<file path="config.mk">
export PLATFORM = sky130hd
export DESIGN_NAME = spi_reg_loader_flat
export DESIGN_NICKNAME = d
export VERILOG_FILES = /design/src/rtl/spi_reg_loader_pkg.sv /design/src/rtl/spi_reg_loader_if.sv /design/src/rtl/spi_reg_loader_shifter.sv /design/src/rtl/spi_reg_loader.sv /design/src/flat_wrapper.sv
export SDC_FILE = /design/constraint.sdc
export NUM_CORES = 1
export LEC_CHECK = 0
export ABC_CLOCK_PERIOD_IN_PS = 2730
export CAP_MARGIN = 10
export CORE_MARGIN = 2
export CORE_UTILIZATION = 30
export CTS_CLUSTER_SIZE = 12
export DETAILED_ROUTE_END_ITERATION = 7
export GPL_TIMING_DRIVEN = 0
export PLACE_DENSITY = 0.53
export RECOVER_POWER = 100
export SYNTH_ARGS = -nofsm -noshare
export SYNTH_HDL_FRONTEND = slang
export SYNTH_HIERARCHICAL = 1
export SYNTH_SLANG_ARGS = --single-unit
</file>
<file path="constraint.sdc">
create_clock -name clk -period 2.73 [get_ports clk]
set_input_delay 0.4095 -clock clk [delete_from_list [all_inputs] [get_ports clk]]
set_output_delay 0.4095 -clock clk [all_outputs]
set_load 0.02 [all_outputs]
</file>
<file path="src/rtl/spi_reg_loader_pkg.sv">
// Shared types for the serial register loader: FSM state encoding and
// the beat-counter width helper used by the top level and the shifter.
package spi_loader_pkg;

   typedef enum logic [1:0] {
      IDLE,
      SHIFT,
      WAIT
   } state_e;

   // Width of a counter that indexes the beats of one frame (min 1).
   function automatic int cnt_width(input int regw, input int lanes);
      int beats;
      beats = regw / lanes;
      return (beats > 1) ? $clog2(beats) : 1;
   endfunction

endpackage

</file>
<file path="src/rtl/spi_reg_loader_if.sv">
// Serial load bus: frame enable, target select, data lanes, readback lane.
// master drives cs_n/sel/din and reads dout; slave is the loader side.
interface spi_reg_loader_if #(
   parameter int LANES = 4,
   parameter int SELW  = 1
);
   logic             cs_n;
   logic [SELW-1:0]  sel;
   logic [LANES-1:0] din;
   logic [LANES-1:0] dout;

   modport master (output cs_n, sel, din, input dout);
   modport slave  (input cs_n, sel, din, output dout);
endinterface

</file>
<file path="src/rtl/spi_reg_loader_shifter.sv">
// spi_shadow_shifter: shadow buffer, beat counter and last-beat flag.
// Ports: clk, rst_n, first/shift/flush controls, din in;
//        shadow_nxt (shifted value incl. din), count, last out.
module spi_shadow_shifter
   import spi_loader_pkg::*;
#(
   parameter  int LANES = 4,
   parameter  int REGW  = 128,
   localparam int BEATS = REGW / LANES,
   localparam int CW    = cnt_width(REGW, LANES)
) (
   input  logic             clk,
   input  logic             rst_n,
   input  logic             first,
   input  logic             shift,
   input  logic             flush,
   input  logic [LANES-1:0] din,
   output logic [REGW-1:0]  shadow_nxt,
   output logic [CW-1:0]    count,
   output logic             last
);

   logic [REGW-1:0] shadow_q;
   logic [CW-1:0]   count_q;

   // The commit value includes the beat being captured on this edge.
   assign shadow_nxt = {shadow_q[REGW-LANES-1:0], din};
   assign count      = count_q;
   assign last       = (count_q == CW'(BEATS - 1));

   always_ff @(posedge clk or negedge rst_n) begin
      if (!rst_n) begin
         shadow_q <= '0;
         count_q  <= '0;
      end else begin
         if (first || shift)
            shadow_q <= shadow_nxt;
         else if (flush)
            shadow_q <= '0;

         if (flush)
            count_q <= '0;
         else if (first)
            count_q <= CW'(1);
         else if (shift)
            count_q <= count_q + CW'(1);
      end
   end

endmodule

</file>
<file path="src/rtl/spi_reg_loader.sv">
// spi_reg_loader: multi-lane serial loader into NREG registers with
// atomic commit. Ports: clk, rst_n, bus (cs_n/sel/din/dout), clr,
// reg_flat, busy, done, err. Optional: SPI_LOADER_READBACK_EN.
module spi_reg_loader
   import spi_loader_pkg::*;
#(
   parameter  int LANES = 4,
   parameter  int REGW  = 128,
   parameter  int NREG  = 2,
   localparam int SELW  = (NREG > 1) ? $clog2(NREG) : 1,
   localparam int CW    = cnt_width(REGW, LANES)
) (
   input  logic                 clk,
   input  logic                 rst_n,
   spi_reg_loader_if.slave      bus,
   input  logic [NREG-1:0]      clr,
   output logic [NREG*REGW-1:0] reg_flat,
   output logic                 busy,
   output logic                 done,
   output logic                 err
);

   state_e          state_q, state_d;
   logic [SELW-1:0] sel_q;
   logic [REGW-1:0] regs [NREG];
   logic [REGW-1:0] shadow_nxt;
   logic [CW-1:0]   cnt;
   logic            last;
   logic            first, shift, flush, commit, abort;
   logic            sel_ok;

   spi_shadow_shifter #(
      .LANES (LANES),
      .REGW  (REGW)
   ) u_shift (
      .clk        (clk),
      .rst_n      (rst_n),
      .first      (first),
      .shift      (shift),
      .flush      (flush),
      .din        (bus.din),
      .shadow_nxt (shadow_nxt),
      .count      (cnt),
      .last       (last)
   );

   assign sel_ok = (int'(sel_q) < NREG);
   assign busy   = (state_q != IDLE);

   always_comb begin
      state_d = state_q;
      first   = 1'b0;
      shift   = 1'b0;
      flush   = 1'b0;
      commit  = 1'b0;
      abort   = 1'b0;
      unique case (state_q)
         IDLE: begin
            if (!bus.cs_n) begin
               first   = 1'b1;
               state_d = SHIFT;
            end
         end
         SHIFT: begin
            if (!bus.cs_n) begin
               shift = 1'b1;
               if (last) begin
                  commit  = 1'b1;
                  flush   = 1'b1;
                  state_d = WAIT;
               end
            end else begin
               abort   = 1'b1;
               flush   = 1'b1;
               state_d = IDLE;
            end
         end
         WAIT: begin
            if (bus.cs_n)
               state_d = IDLE;
         end
         default: state_d = IDLE;
      endcase
   end

   always_ff @(posedge clk or negedge rst_n) begin
      if (!rst_n) begin
         state_q <= IDLE;
         sel_q   <= '0;
         done    <= 1'b0;
         err     <= 1'b0;
      end else begin
         state_q <= state_d;
         if (first)
            sel_q <= bus.sel;
         done <= commit && sel_ok;
         err  <= (commit && !sel_ok) || abort;
      end
   end

   // Clear has priority over a commit to the same register.
   always_ff @(posedge clk or negedge rst_n) begin
      if (!rst_n) begin
         for (int i = 0; i < NREG; i++)
            regs[i] <= '0;
      end else begin
         for (int i = 0; i < NREG; i++) begin
            if (clr[i])
               regs[i] <= '0;
            else if (commit && sel_ok && int'(sel_q) == i)
               regs[i] <= shadow_nxt;
         end
      end
   end

   for (genvar g = 0; g < NREG; g++) begin : g_flat
      assign reg_flat[g*REGW +: REGW] = regs[g];
   end

`ifdef SPI_LOADER_READBACK_EN
   logic [SELW-1:0] rd_sel;
   logic            rd_en;
   logic [REGW-1:0] rd_word;
   logic [LANES-1:0] dout_c;

   // Beat k presents slice k of the old value; count is 0 in IDLE,
   // so the first slice comes straight from the live sel input.
   always_comb begin
      rd_sel  = '0;
      rd_en   = 1'b0;
      rd_word = '0;
      dout_c  = '0;
      if (state_q == IDLE && !bus.cs_n) begin
         rd_sel = bus.sel;
         rd_en  = 1'b1;
      end else if (state_q == SHIFT) begin
         rd_sel = sel_q;
         rd_en  = 1'b1;
      end
      if (rd_en && int'(rd_sel) < NREG) begin
         rd_word = regs[rd_sel] << (int'(cnt) * LANES);
         dout_c  = rd_word[REGW-1 -: LANES];
      end
   end

   assign bus.dout = dout_c;
`else
   logic unused_cnt;
   assign unused_cnt = ^cnt;
   assign bus.dout   = '0;
`endif

endmodule

</file>
<file path="src/flat_wrapper.sv">
// flat-port wrapper written by rule: the top's interface ports become plain ports
module spi_reg_loader_flat import spi_loader_pkg::*;
#(
   parameter  int LANES = 4,
   parameter  int REGW  = 128,
   parameter  int NREG  = 2,
   localparam int SELW  = (NREG > 1) ? $clog2(NREG) : 1,
   localparam int CW    = cnt_width(REGW, LANES)
)
  (clk, rst_n, clr, reg_flat, busy, done, err, bus_cs_n, bus_sel, bus_din, bus_dout);
  spi_reg_loader_if #(.LANES(LANES), .SELW(1)) bus_i ();
  input  logic clk;
  input  logic rst_n;
  input  logic [NREG-1:0] clr;
  output logic [NREG*REGW-1:0] reg_flat;
  output logic busy;
  output logic done;
  output logic err;
  input wire logic [$bits(bus_i.cs_n)-1:0] bus_cs_n;
  input wire logic [$bits(bus_i.sel)-1:0] bus_sel;
  input wire logic [$bits(bus_i.din)-1:0] bus_din;
  output wire logic [$bits(bus_i.dout)-1:0] bus_dout;
  assign bus_i.cs_n = bus_cs_n;
  assign bus_i.sel = bus_sel;
  assign bus_i.din = bus_din;
  assign bus_dout = bus_i.dout;
  spi_reg_loader #(.LANES(LANES), .REGW(REGW), .NREG(NREG)) u_core (.clk(clk), .rst_n(rst_n), .bus(bus_i), .clr(clr), .reg_flat(reg_flat), .busy(busy), .done(done), .err(err));
endmodule
</file>
==> flow_metrics.env, run 1 <==
export IMPL_outcome="complete, but fails checks"
export IMPL_violations="slew limit"
export IMPL_h_tree_depth=2
export IMPL_min_period_over_period=0.931
export IMPL_total_power_mw=12.0
export IMPL_avgViaCountPerCell=5.00
export IMPL_synth_most_common_cell="dfrtp_1"
export IMPL_crit_slowest_cell="nor3b_1"
export IMPL_met3_length_um=2930
export IMPL_grt_usage=0.160
export IMPL_grt_pass1_wl_um=61600
export IMPL_hold_viol=0
export IMPL_setup_tns_ps=0
export IMPL_die_area_um2=49600
export IMPL_relSlewSlack=-0.00232
export IMPL_dr_pass1_iters=4
export IMPL_synth_edf_count=0
export IMPL_io_pins=273
export IMPL_fp_coreArea_um2=47400
export IMPL_min_path_type="primary input to flip-flop"
export IMPL_cts_buffers=43
export IMPL_drive_above_1_share=0.131
export IMPL_num_rows=80
export IMPL_intPower_mw=9.29
export IMPL_dr_max_layer_used="met4"
export IMPL_ys_ff_latch=390
export IMPL_cp_max_fo=10
export IMPL_gp_congestion=0.729
export IMPL_path_buf_inv=2
export IMPL_crit_family="simple AND/OR/NAND/NOR gates"
export IMPL_cpMostUsedCell="ha_1"
export IMPL_die_y_um=223
export IMPL_switchingPower_mw=2.73
export IMPL_io_buffer_count=267
export IMPL_critical_path_class="flip-flop to flip-flop"
export IMPL_critPathCaptureType="flip-flop"
export IMPL_clk_pin_slew_ps=60
export IMPL_synth_xor_area_share=0.000611
export IMPL_p_leak_nw=9.81
export IMPL_synth_compound_area_frac=0.236
export IMPL_path_cells="ha_1 > and3_1 > ha_1 > nand3b_1 > nor3b_1 > buf_12 > dlymetal6s2s_1 > a22o_1"
export IMPL_p_sw_frac=0.227
export IMPL_post_dp_hpwl_um=26300
export IMPL_clkLatencyLatePin_ps=550
export IMPL_fillers=4512
export IMPL_die_w_um=223
export IMPL_slew_violations=47
export IMPL_crit_arrival_ps=3020
export IMPL_max_stage_delay_ps=450
export IMPL_num_vias=9334
export IMPL_root_buffer="clkbuf_16"
export IMPL_synth_simple_gate_area_share=0.0137
export IMPL_synth_ff_type="dfrtp_1"
export IMPL_crit_required_ps=3210
export IMPL_rsz0062_at_grt="false"
export IMPL_drcViolationCount=0
export IMPL_power_density_nw_per_um2=629
export IMPL_fin_ws_ps=188
export IMPL_ctsLongestPathBuffers=3
export IMPL_area_growth_syn_to_layout_pct=33.2
export IMPL_clkPwrFrac=0.459
export IMPL_post_place_ws_ps=-67.8
export IMPL_setup_viol=0
export IMPL_fmax_mhz=393
export IMPL_wire_per_inst_um=21.3
export IMPL_drt_met1_wl_um=18500
export IMPL_cts_tree="yes"
export IMPL_syn_inst=903
export IMPL_synth_area_leader_cell="dfrtp_1"
export IMPL_reg2reg_setup_slack_ps=190
export IMPL_synth_area_top_cells="dfrtp_1, a22o_1, buf_6"
export IMPL_combinationalPowerShare=0.044
export IMPL_syn_cell_area_um2=14300
export IMPL_start_util=0.302
export IMPL_grt_overflow=0
export IMPL_drt_iter0_markers=528
export IMPL_synth_seq_area_share=0.680
export IMPL_async_reset_ff_frac=1.00
export IMPL_cts_sinks=390
export IMPL_max_cap_violations=0
export IMPL_ir_drop_uv=471
export IMPL_yosysUniqueCellTypes=34
export IMPL_wl_met2_um=17600
export IMPL_synth_top_family_by_area="compound AO/OA/AOI/OAI gates"
export IMPL_grt_max_degree=121
export IMPL_yosys_warnings=6
export IMPL_period_minus_slack_ps=2540
export IMPL_n_antenna_cell=0
export IMPL_grt_pass1_vias=9732
export IMPL_whs_ps=160
export IMPL_layout_nets=1236
export IMPL_syn_area_per_cell_um2=15.9
export IMPL_antenna_found_initial=0
export IMPL_seq_power_share=0.497
export IMPL_synthMuxAreaShare=0.00297
export IMPL_clock_skew_ps=16.6
export IMPL_post_route_util=0.403
export IMPL_crit_path_start_kind="flip-flop"
export IMPL_synth_top_cell_area_share=0.680
export IMPL_ant_nets=0
export IMPL_synth_adder_area_share=0.00174
export IMPL_tightest_slew_ps=1500
export IMPL_routed_wl_um=39700
export IMPL_synth_common_cells="dfrtp_1, a22o_1, buf_6"
[cell usage in the layout (no fill, tap or decap), drive strengths merged, types with 4 or more instances in the layout]
cell type        n
a22o           380
clkbuf          93
dlygate4sd3    260
nor3b            4
conb             4
clkdlybuf4s50    7
clkinv           7
buf             67
a21oi            5
nor2             4
dfrtp          390
[repair_timing]
action | in CTS | in global routing
hold buffers | 1 | 0
setup endpoints to repair | 60 | 60
endpoints found under the hold margin | 64 | 0
resized for setup | 1 | 0
setup buffers | 0 | 2
pin swaps | 0 | 1
[stage by stage]
step                      area, um2  instances
after floorplan               14400        906
after global placement        17800       1788
after detailed placement      17900       1791
after CTS                     19200       1865
after global routing          19100       1867
final                         19100       1867
[layer usage]
metal  track usage  vias to the layer above
met1         0.228                     4883
met5             0                        -
met3        0.0530                       44
met2         0.234                      245
li1              -                     4162
met4        0.0426                        0
[area by class of cell]
| type | count | area [um2] | area share |
|---|---|---|---|
| clock buffer | 63 | 1250 | 0.0655 |
| buffer | 93 | 825 | 0.0432 |
| multi-input combinational | 422 | 3640 | 0.191 |
| clock inverter | 10 | 88.8 | 0.00465 |
| timing repair buffer | 273 | 2760 | 0.144 |
| tap | 615 | 769 | 0.0403 |
| inverter | 1 | 3.75 | 0.000197 |
| sequential | 390 | 9760 | 0.511 |
[cells by family (layout without fill, tap and decap cells)]
logic type | Yosys count | count (layout)
flops | 390 | 390
compound gates | 387 | 387
buf+inv | 94 | 440
simple gates | 24 | 24
mux | 4 | 4
fa+ha+maj | 2 | 2
other cells | 1 | 4
xor+xnor | 1 | 1
[path summary, 6_finish.rpt]
kind,start,endpoint,cells past startpoint
max in group asynchronous,rst_n,u_core/reg_flat[150]$_DFFE_PN0P_,3
setup / recovery,u_core/u_shift/count[0]$_DFFE_PN0P_,u_core/reg_flat[153]$_DFFE_PN0P_,8
setup reg to reg,u_core/u_shift/count[0]$_DFFE_PN0P_,u_core/reg_flat[153]$_DFFE_PN0P_,8
hold reg to reg,u_core/reg_flat[69]$_DFFE_PN0P_,u_core/reg_flat[69]$_DFFE_PN0P_,1
hold / removal,bus_cs_n,u_core/state_q[1]$_DFFE_PN0P_,2
min in group asynchronous,rst_n,u_core/reg_flat[218]$_DFFE_PN0P_,2
[power by group through the flow]
stage	Combinational, mW	Clock, mW	Sequential (mW)
after CTS	0.546	5.71	5.97
after detailed placement	0.545	0	6.07
final	0.525	5.52	5.97
after floorplan	0.301	0	6.03
after global routing	0.588	5.95	5.98
after global placement	0.519	0	6.09
[sequential cells by signal, summed over array words and instances, names as in the netlist]
| signal | cells |
|---|---|
| u_core/err | 1 |
| u_core/reg_flat | 256 |
| u_core/state_q | 2 |
| u_core/u_shift/shadow_q | 124 |
| u_core/sel_q | 1 |
| u_core/u_shift/count | 5 |
| u_core/done | 1 |
Note: power is estimated with default switching activity, not from simulation.
==> run 2, diff against run 1 <==
ABC_AREA = 1   (was not set)
PLACE_DENSITY = 0.52   (was 0.53)
==> run 2 against run 1 <==
Wire length rose by 37%; final area increased by 13%; worst hold slack improved by 200 ps; cell count grew 47%; the flow now finishes without violations.
==> flow_metrics.env, run 2 <==
export IMPL_slew_violations=0
export IMPL_clkPwrFrac=0.488
export IMPL_crit_path_start_kind="flip-flop"
export IMPL_drcViolationCount=0
export IMPL_io_buffer_count=268
export IMPL_worstReg2RegStart="u_core/u_shift/count[0]$_DFFE_PN0P_"
export IMPL_synth_top_cell_area_share=0.584
export IMPL_grt_pass1_vias=14000
export IMPL_post_route_util=0.390
export IMPL_p_sw_frac=0.251
export IMPL_min_period_over_period=0.917
export IMPL_period_minus_slack_ps=2500
export IMPL_dr_pass1_iters=5
export IMPL_io_pins=273
export IMPL_cts_buffers=47
export IMPL_start_util=0.303
export IMPL_reg2reg_depth=11
export IMPL_relSlewSlack=0.175
export IMPL_critPathLaunch="u_core/u_shift/count[0]$_DFFE_PN0P_"
export IMPL_setup_viol=0
export IMPL_gp_congestion=0.782
export IMPL_ir_drop_uv=408
export IMPL_crit_slowest_cell="dfrtp_1"
export IMPL_synth_area_leader_cell="dfrtp_1"
export IMPL_clock_skew_ps=23.3
export IMPL_ant_nets=0
export IMPL_drt_iter0_markers=872
export IMPL_fmax_mhz=399
export IMPL_clkLatencyLatePin_ps=590
export IMPL_ctsLongestPathBuffers=3
export IMPL_intPower_mw=9.95
export IMPL_critPathCaptureType="flip-flop"
export IMPL_antenna_found_initial=1
export IMPL_drive_above_1_share=0.0938
export IMPL_clk_pin_slew_ps=60
export IMPL_syn_inst=1642
export IMPL_total_power_mw=13.3
export IMPL_post_dp_hpwl_um=37700
export IMPL_wire_per_inst_um=19.8
export IMPL_cts_sinks=390
export IMPL_root_buffer="clkbuf_16"
export IMPL_synth_ff_type="dfrtp_1"
export IMPL_crit_arrival_ps=2970
export IMPL_synth_common_cells="dfrtp_1, nand2_1, nand3_1"
export IMPL_switchingPower_mw=3.34
export IMPL_synth_most_common_cell="dfrtp_1"
export IMPL_cp_max_fo=10
export IMPL_design_area_um2=21500
export IMPL_max_cap_violations=0
export IMPL_fp_coreArea_um2=55100
export IMPL_mostFrequentLayoutCells="dfrtp_1, nand2_1, nand3_1"
export IMPL_min_path_type="primary input to asynchronous set/reset pin"
export IMPL_critical_path_class="flip-flop to flip-flop"
export IMPL_rsz0062_at_grt="false"
export IMPL_die_area_um2=57600
export IMPL_syn_area_per_cell_um2=10.2
export IMPL_cts_tree="yes"
export IMPL_cts_repair_resize_count=0
export IMPL_die_y_um=240
export IMPL_n_antenna_cell=0
export IMPL_area_growth_syn_to_layout_pct=28.7
export IMPL_yosys_warnings=6
export IMPL_synth_area_top_cells="dfrtp_1, nand4_1, nand3_1"
export IMPL_power_density_nw_per_um2=618
export IMPL_reg2reg_setup_slack_ps=230
export IMPL_hold_viol=0
export IMPL_num_rows=86
export IMPL_routed_wl_um=54500
export IMPL_tightest_slew_ps=1240
export IMPL_syn_cell_area_um2=16700
export IMPL_r2r_end="u_core/u_shift/shadow_q[98]$_DFFE_PN0P_"
export IMPL_synth_edf_count=0
export IMPL_final_common_cell="dfrtp_1"
export IMPL_h_tree_depth=2
export IMPL_grt_usage=0.190
export IMPL_p_leak_nw=11.1
export IMPL_die_w_um=240
export IMPL_grt_max_degree=115
export IMPL_layout_nets=1980
export IMPL_synth_seq_area_share=0.584
export IMPL_path_cells="ha_1 > inv_1 > nor3_1 > ha_1 > inv_1 > a21oi_1 > nor2_4 > nand2_2 > buf_4 > clkbuf_4 > o22ai_1"
export IMPL_avgViaCountPerCell=4.98
export IMPL_max_stage_delay_ps=400
export IMPL_placed_area_um2=20500
export IMPL_crit_required_ps=3200
export IMPL_grt_pass1_wl_um=84100
export IMPL_async_reset_ff_frac=1.00
export IMPL_yosysUniqueCellTypes=26
export IMPL_seq_power_share=0.448
export IMPL_combinationalPowerShare=0.064
export IMPL_ys_ff_latch=390
export IMPL_grt_overflow=0
export IMPL_num_vias=13700
export IMPL_largest_reg_flops=256
export IMPL_outcome="finished clean"
run 2: changes by cell type in the layout (fill, tap and decap cells not counted), sizes merged, moves of 4 or more:
cell    previous run  this run
clkbuf            93       150
nand4              1       256
a22o             380         0
nand2              0       266
buf               67        96
nor3b              4         0
nand3              0       263
o22ai              0       116
o21ai              0        18
nor2               4        17
inv                2       139
run 2: repair_timing:
| item | CTS | global route |
|---|---|---|
| hold endpoints to repair | 58 | 0 |
| setup buffers | 0 | 0 |
| hold buffers | 1 | 0 |
run 2: kinds of logic (layout without fill, tap and decap cells):
logic type | after synthesis | count (layout) | share of synthesized area
other | 1 | 4 | 0.000224
and+or+nand+nor | 804 | 804 | 0.241
adders and majority gates | 2 | 2 | 0.00150
DFF | 390 | 390 | 0.584
AOI/OAI and AO/OA | 137 | 137 | 0.0873
buffers and inverters | 308 | 668 | 0.0860
run 2: layout make-up:
cell class,instances,area (um2)
Fill cell,5509,33600
Sequential cell,390,9760
Multi-Input combinational cell,947,4980
Timing Repair Buffer,274,2810
Clock buffer,65,1360
Tap cell,748,936
Buffer,175,910
Inverter,133,499
Clock inverter,21,244
run 2: worst max path at each step:
stage	slack (ps)	end	cells after the start
after floorplan	790	u_core/u_shift/shadow_q[100]$_DFFE_PN0P_	11
after global placement	-16220	u_core/reg_flat[75]$_DFFE_PN0P_	1
after detailed placement	-20	u_core/reg_flat[225]$_DFFE_PN0P_	6
after CTS	200	u_core/u_shift/shadow_q[39]$_DFFE_PN0P_	11
after global routing	7	u_core/reg_flat[75]$_DFFE_PN0P_	11
final	230	u_core/u_shift/shadow_q[98]$_DFFE_PN0P_	11
run 2: metal layers:
layer	vias up	wire length (um)	track usage
met5	-	16	0
met4	2	1050	0.0469
met3	71	4010	0.0550
met2	399	25200	0.299
met1	6790	24200	0.256
li1	6445	-	-
run 2: per-stage QoR:
step	TNS (ps)	std cells	setup WS, ps	hold slack [ps]
6_report	0	2753	226	357
5_1_grt	0	2753	6.83	394
4_1_cts	0	2752	200	346
3_5_place_dp	-16.7	2665	-16.7	377
3_3_place_gp	-6309110	2661	-16220	499
2_1_floorplan	0	1645	793	114
run 2: worst max-delay path, delay by kind of cell (launching register included):
family | cells | cell delay (ps)
DFF | 1 | 400
AOI/OAI and AO/OA | 2 | 400
buffers and inverters | 4 | 680
adders and majority gates | 2 | 420
and+or+nand+nor | 3 | 480
run 2: power groups by stage:
stage | registers, mW | logic, mW | clock network (mW)
2_1_floorplan | 6.03 | 0.565 | 0
3_3_place_gp | 6.06 | 0.907 | 0
3_5_place_dp | 6.05 | 0.943 | 0
4_1_cts | 5.94 | 0.949 | 6.68
5_1_grt | 5.95 | 0.943 | 6.93
6_report | 5.95 | 0.856 | 6.48
==> run 3, diff against run 2 <==
ABC_CLOCK_PERIOD_IN_PS = 2560   (was 2730)
clock period = 2.56 ns   (was 2.73 ns; I/O delays follow)
==> run 3 against run 2 <==
The flow now finishes with violations (slew limit); fmax is 4.3% higher; clock power increased by 6.9%; cell count is essentially flat; register-to-register slack lost 70 ps; sequential share of layout area decreased by 0.098 points; worst hold slack got worse by 35 ps; sequential cell count did not move; first-iteration DRC count shrank 2.1%; wire length is 0.12% higher; via count up 0.26%; critical path depth down 1.
==> flow_metrics.env, run 3 (same netlist as run 2, synthesis figures left out) <==
export IMPL_mostFrequentLayoutCells="dfrtp_1, nand2_1, nand3_1"
export IMPL_grt_max_degree=115
export IMPL_cts_setup_buffers=0
export IMPL_post_dp_hpwl_um=37700
export IMPL_drt_iter0_markers=854
export IMPL_final_common_cell="dfrtp_1"
export IMPL_finalNonFillerCells=2754
export IMPL_antenna_found_initial=1
export IMPL_crit_arrival_ps=2910
export IMPL_drive_above_1_share=0.101
export IMPL_layout_nets=1980
export IMPL_max_cap_violations=0
export IMPL_hold_viol=0
export IMPL_die_y_um=240
export IMPL_p_leak_nw=11.1
export IMPL_relSlewSlack=-0.00102
export IMPL_clock_skew_ps=22.5
export IMPL_avgViaCountPerCell=4.99
export IMPL_critical_path_class="flip-flop to flip-flop"
export IMPL_ir_drop_uv=434
export IMPL_dr_pass1_iters=5
export IMPL_crit_required_ps=3070
export IMPL_clk_pin_slew_ps=60
export IMPL_ctsLongestPathBuffers=3
export IMPL_start_util=0.303
export IMPL_h_tree_depth=2
export IMPL_fp_coreArea_um2=55100
export IMPL_cts_sinks=390
export IMPL_slew_violations=19
export IMPL_reg2reg_setup_slack_ps=160
export IMPL_drcViolationCount=0
export IMPL_num_vias=13700
export IMPL_rsz0062_at_grt="false"
export IMPL_io_buffer_count=268
export IMPL_critPathCaptureType="flip-flop"
export IMPL_routed_wl_um=54600
export IMPL_fmax_mhz=417
export IMPL_placed_area_um2=20500
export IMPL_min_period_over_period=0.938
export IMPL_setup_viol=0
export IMPL_period_minus_slack_ps=2400
export IMPL_grt_overflow=0
export IMPL_dpl_cell_count=2665
export IMPL_ant_nets=0
export IMPL_num_rows=86
export IMPL_clkLatencyLatePin_ps=590
export IMPL_wire_per_inst_um=19.8
export IMPL_total_power_mw=14.2
export IMPL_outcome="complete, but fails checks"
export IMPL_die_area_um2=57600
export IMPL_design_area_um2=21500
export IMPL_largest_reg_flops=256
export IMPL_min_path_type="primary input to asynchronous set/reset pin"
export IMPL_io_pins=273
export IMPL_gp_congestion=0.782
export IMPL_grt_pass1_wl_um=84100
export IMPL_grt_pass1_vias=14000
export IMPL_post_route_util=0.391
export IMPL_area_growth_syn_to_layout_pct=29.0
export IMPL_fillers=5504
export IMPL_power_density_nw_per_um2=658
export IMPL_die_w_um=240
export IMPL_cp_max_fo=10
export IMPL_violations="slew limit"
export IMPL_root_buffer="clkbuf_16"
export IMPL_crit_path_start_kind="flip-flop"
export IMPL_grt_usage=0.190
export IMPL_cts_buffers=47
export IMPL_tightest_slew_ps=1500
export IMPL_reg2reg_depth=10
export IMPL_cts_tree="yes"
-- run 3: cell count changes in the layout (fill, tap and decap cells not counted), sizes merged --
cell    delta
clkinv     +1
clkbuf     +7
inv        -1
diode      +1
buf        -7
-- run 3: stage by stage --
step | setup TNS, ps | worst slack, ps | hold slack [ps]
after floorplan | 0 | 623 | 88.4
after global placement | -6383430 | -16370 | 499
after detailed placement | -7280 | -161 | 352
after CTS | 0 | 29.9 | 321
after global routing | 0 | 6.68 | 360
final | 0 | 160 | 322
-- run 3: where the power goes --
| part | switching, mW | total (mW) | leakage [nW] | internal, mW |
|---|---|---|---|---|
| Clock | 2.78 | 6.93 | 0.786 | 4.15 |
| Sequential | 0.0842 | 6.34 | 5.42 | 6.26 |
| Combinational | 0.713 | 0.914 | 4.93 | 0.201 |
| Total | 3.58 | 14.2 | 11.1 | 10.6 |
-- run 3: path summary, 6_finish.rpt --
| path | startpoint | end |
|---|---|---|
| max | u_core/u_shift/count[0]$_DFFE_PN0P_ | u_core/reg_flat[165]$_DFFE_PN0P_ |
| min | rst_n | u_core/reg_flat[14]$_DFFE_PN0P_ |
| max reg2reg | u_core/u_shift/count[0]$_DFFE_PN0P_ | u_core/reg_flat[165]$_DFFE_PN0P_ |
| min reg2reg | u_core/reg_flat[208]$_DFFE_PN0P_ | u_core/reg_flat[208]$_DFFE_PN0P_ |
| max in group asynchronous | rst_n | u_core/u_shift/shadow_q[61]$_DFFE_PN0P_ |
| min in group clk | bus_sel | u_core/sel_q$_DFFE_PN0P_ |
-- run 3: repair_timing --
item,CTS,global route
hold buffers,1,0
resized for setup,0,5
endpoints found under the setup margin,0,103
hold endpoints to repair,58,0
-- run 3: cell type report --
cell class              count  area [um2]  share of cell area
flip-flops and latches    390        9760               0.453
multi-input cells         947        5000               0.232
repair buffers            274        2800               0.130
clock buffers              65        1360              0.0633
well taps                 748         936              0.0434
plain buffers             175         933              0.0433
inverters                 133         499              0.0232
clock inverters            21         244              0.0113
diodes                      1        2.50            0.000116
-- run 3: per-layer routing --
metal  wire length [um]  GRT usage  part of all wire  vias to the layer above
met3               3990     0.0550             0.073                       72
li1                   -          -                 -                     6449
met4               1050     0.0469             0.019                        2
met2              25200      0.299              0.46                      382
met1              24300      0.256              0.45                     6837
met5                 16          0           0.00029                        -
-- run 3: worst max-delay path: stages, from the launching register on --
cell and delay (ps):
dfrtp_1 400, ha_1 160, inv_1 50, nor3_1 250, ha_1 270, nand2_1 150, nor2_8 160, clkbuf_4 370
clkbuf_4 270, nand4_1 130, nand2_1 100
==> edit: new RTL, flow settings as in run 1 <==
Reset style: synchronous (`rst_n`), changed in 3 clocked blocks.
--- a/src/rtl/spi_reg_loader_shifter.sv
+++ b/src/rtl/spi_reg_loader_shifter.sv
@@ -30,3 +30,3 @@
 
-   always_ff @(posedge clk or negedge rst_n) begin
+   always_ff @(posedge clk) begin
       if (!rst_n) begin
--- a/src/rtl/spi_reg_loader.sv
+++ b/src/rtl/spi_reg_loader.sv
@@ -85,3 +85,3 @@
 
-   always_ff @(posedge clk or negedge rst_n) begin
+   always_ff @(posedge clk) begin
       if (!rst_n) begin
@@ -101,3 +101,3 @@
    // Clear has priority over a commit to the same register.
-   always_ff @(posedge clk or negedge rst_n) begin
+   always_ff @(posedge clk) begin
       if (!rst_n) begin
Check against the original RTL: differs if rst_n is asserted again (counterexample within 4 cycles, from zero or initial values and one cycle with rst_n low); with rst_n held inactive, the same outputs for 4 cycles.
==> edit against run 1 <==
Sequential cell count is the same; clock skew grew 0.0028 ns; synthesized cell count grew 48%; wire length grew 21%; final area grew 14%; via count grew 24%; count of clock-buffer cells in the layout is the same; final cell count grew 32%; synthesized area grew 22%; setup slack lost 0.062 ns.
Power is not compared: it rests on default switching activity, and its combinational part moved more than twofold at a synthesized area within 25%.
==> edit: results (changes against run 1) <==
[cells_and_area]
regMostFlops = u_core/regs
fin_nets = 1683  ; +36%
drive_gt1_frac = 0.1183  ; -0.01265
largest_reg_flops = 256  ; unchanged
fillCellCount = 5581  ; +24%
antennaDiodeCount = 0  ; unchanged

[synth]
synthAdderAreaFrac = 0.001433  ; -0.0003119
synth.area.mux_share = 0.002364  ; -0.0006018
synth.area.top_cells = edfxtp_1, dfxtp_1, nor3_2, or4b_1, a21boi_1
yosysSeqAreaShare = 0.5938  ; -0.08667
synth_cell_type_count = 39  ; +15%
synth-edff-count = 256  ; +256
synth_common_cells = edfxtp_1, nor3_2, dfxtp_1
yosys_warnings = 6  ; unchanged
syn-instance-count = 1340  ; +48%
async_flop_share = 0  ; -1.000
synth_compound_area_frac = 0.09178  ; -0.1443
synth_xor_xnor_area_share = 0.0005015  ; -0.0001092

[hold_path]
hold_path.class = primary input to flop
worstHoldPathCells = 3  ; +1

[run_status]
outcome = completed

[route]
avgRoutedWirePerCell_um = 19.38  ; -8.9%
wl_um = 47910  ; +21%
viasPerCell = 4.687  ; -6.3%
first_pass_iters = 5  ; +1
drt_iter0_drc = 647  ; +23%

[grt]
grt_pass1_vias = 11940  ; +23%
antenna_found_initial = 0  ; unchanged
grt_pass1_wl_um = 72520  ; +18%
use_met3 = 0.02897  ; -0.02405
use_met1 = 0.2128  ; -0.01565
use_met2 = 0.2504  ; +0.01644
grt_max_degree = 31  ; -74%
grt_usage = 0.1560  ; -0.004380

[clock_tree]
clkTransAtPathRegs_ns = 0.06  ; about the same
numCtsBuffers = 46  ; +7.0%
clk_latency_ns = 0.57  ; +0.02 ns
cts.path.max_buffers = 3  ; unchanged
cts_max_level = 2  ; unchanged
cts_root_buf = clkbuf_16

[worst_setup_path]
r2r_cells = 9  ; +1
cp_max_fo = 25  ; +15

[power]
leakage_nw = 7.269
peakVddDrop_uv = 368.8

[sta]
finClkSkew_ns = 0.01945  ; +0.002808 ns
worst_pin_slew_ns = 1.039  ; -0.4649 ns

[placement]
pre_cts_ws_ns = -0.4331  ; -0.3653 ns
io_buffers = 268  ; +0.37%
gp_congestion = 0.7518  ; +3.1%
dp_cells = 2386  ; +33%
hpwl_um = 32890  ; +25%

## edit: cell type report
class	instances	area, um2	share of cell area
clock inverters	21	160.2	0.007347
plain buffers	149	1003	0.04604
inverters	131	491.7	0.02256
well taps	765	957.2	0.04391
flip-flops and latches	390	10370	0.4759
clock buffers	63	1266	0.05809
repair buffers	280	2854	0.1309
multi-input cells	673	4692	0.2153
## edit: routing by layer
| layer | vias up | wire length (um) | part of all wire |
|---|---|---|---|
| met2 | 237 | 22310 | 0.47 |
| met3 | 75 | 2162 | 0.045 |
| met5 | - | 0 | 0 |
| met4 | 0 | 1360 | 0.028 |
| met1 | 5719 | 22080 | 0.46 |
| li1 | 5555 | - | - |
## edit: per-stage QoR
| step | area, um2 | power [mW] | utilization |
|---|---|---|---|
| after floorplan | 17540 | 7.334 | - |
| after global placement | 21180 | 7.946 | 0.3679 |
| after detailed placement | 21400 | 7.970 | 0.3716 |
| after CTS | 22850 | 13.93 | 0.3969 |
| after global routing | 21800 | 14.10 | 0.3785 |
| final | 21800 | 13.59 | 0.3785 |
## edit: worst paths after layout
| kind | startpoint | end | slack [ns] |
|---|---|---|---|
| setup / recovery | u_core/u_shift/count[0] | u_core/regs[1][24] | 0.13 |
| hold / removal | bus_sel | u_core/sel_q | 0.41 |
| setup reg to reg | u_core/u_shift/count[0] | u_core/regs[1][24] | 0.13 |
| hold reg to reg | u_core/u_shift/shadow_q[80] | u_core/u_shift/shadow_q[84] | 0.49 |
## edit: kinds of logic after synthesis
family	Yosys count
AO/OA/AOI/OAI	255
XOR/XNOR	1
adder cells (fa/ha/maj)	2
buffers and inverters	280
flip-flops	390
multiplexers	4
other	1
AND/OR/NAND/NOR	407
## edit: worst max-delay path: stages, from the launching register on
cell,delay [ns]
dfxtp_2,0.37
ha_4,0.14
and3_4,0.19
ha_4,0.16
nand4bb_1,0.10
clkbuf_1,0.25
buf_6,0.26
o21ai_4,0.19
clkbuf_1,0.23
buf_4,0.37
## edit: where the power goes
group	total [mW]	internal (mW)	switching (mW)
clock network	5.88	3.43	2.45
logic	1.16	0.430	0.731
registers	6.55	6.48	0.0720
total	13.6	10.3	3.26
## edit: repair_timing
action | CTS | global route
hold endpoints to repair | 0 | 0
setup endpoints to repair | 78 | 0
setup buffers | 2 | 0
resized for setup | 1 | 0
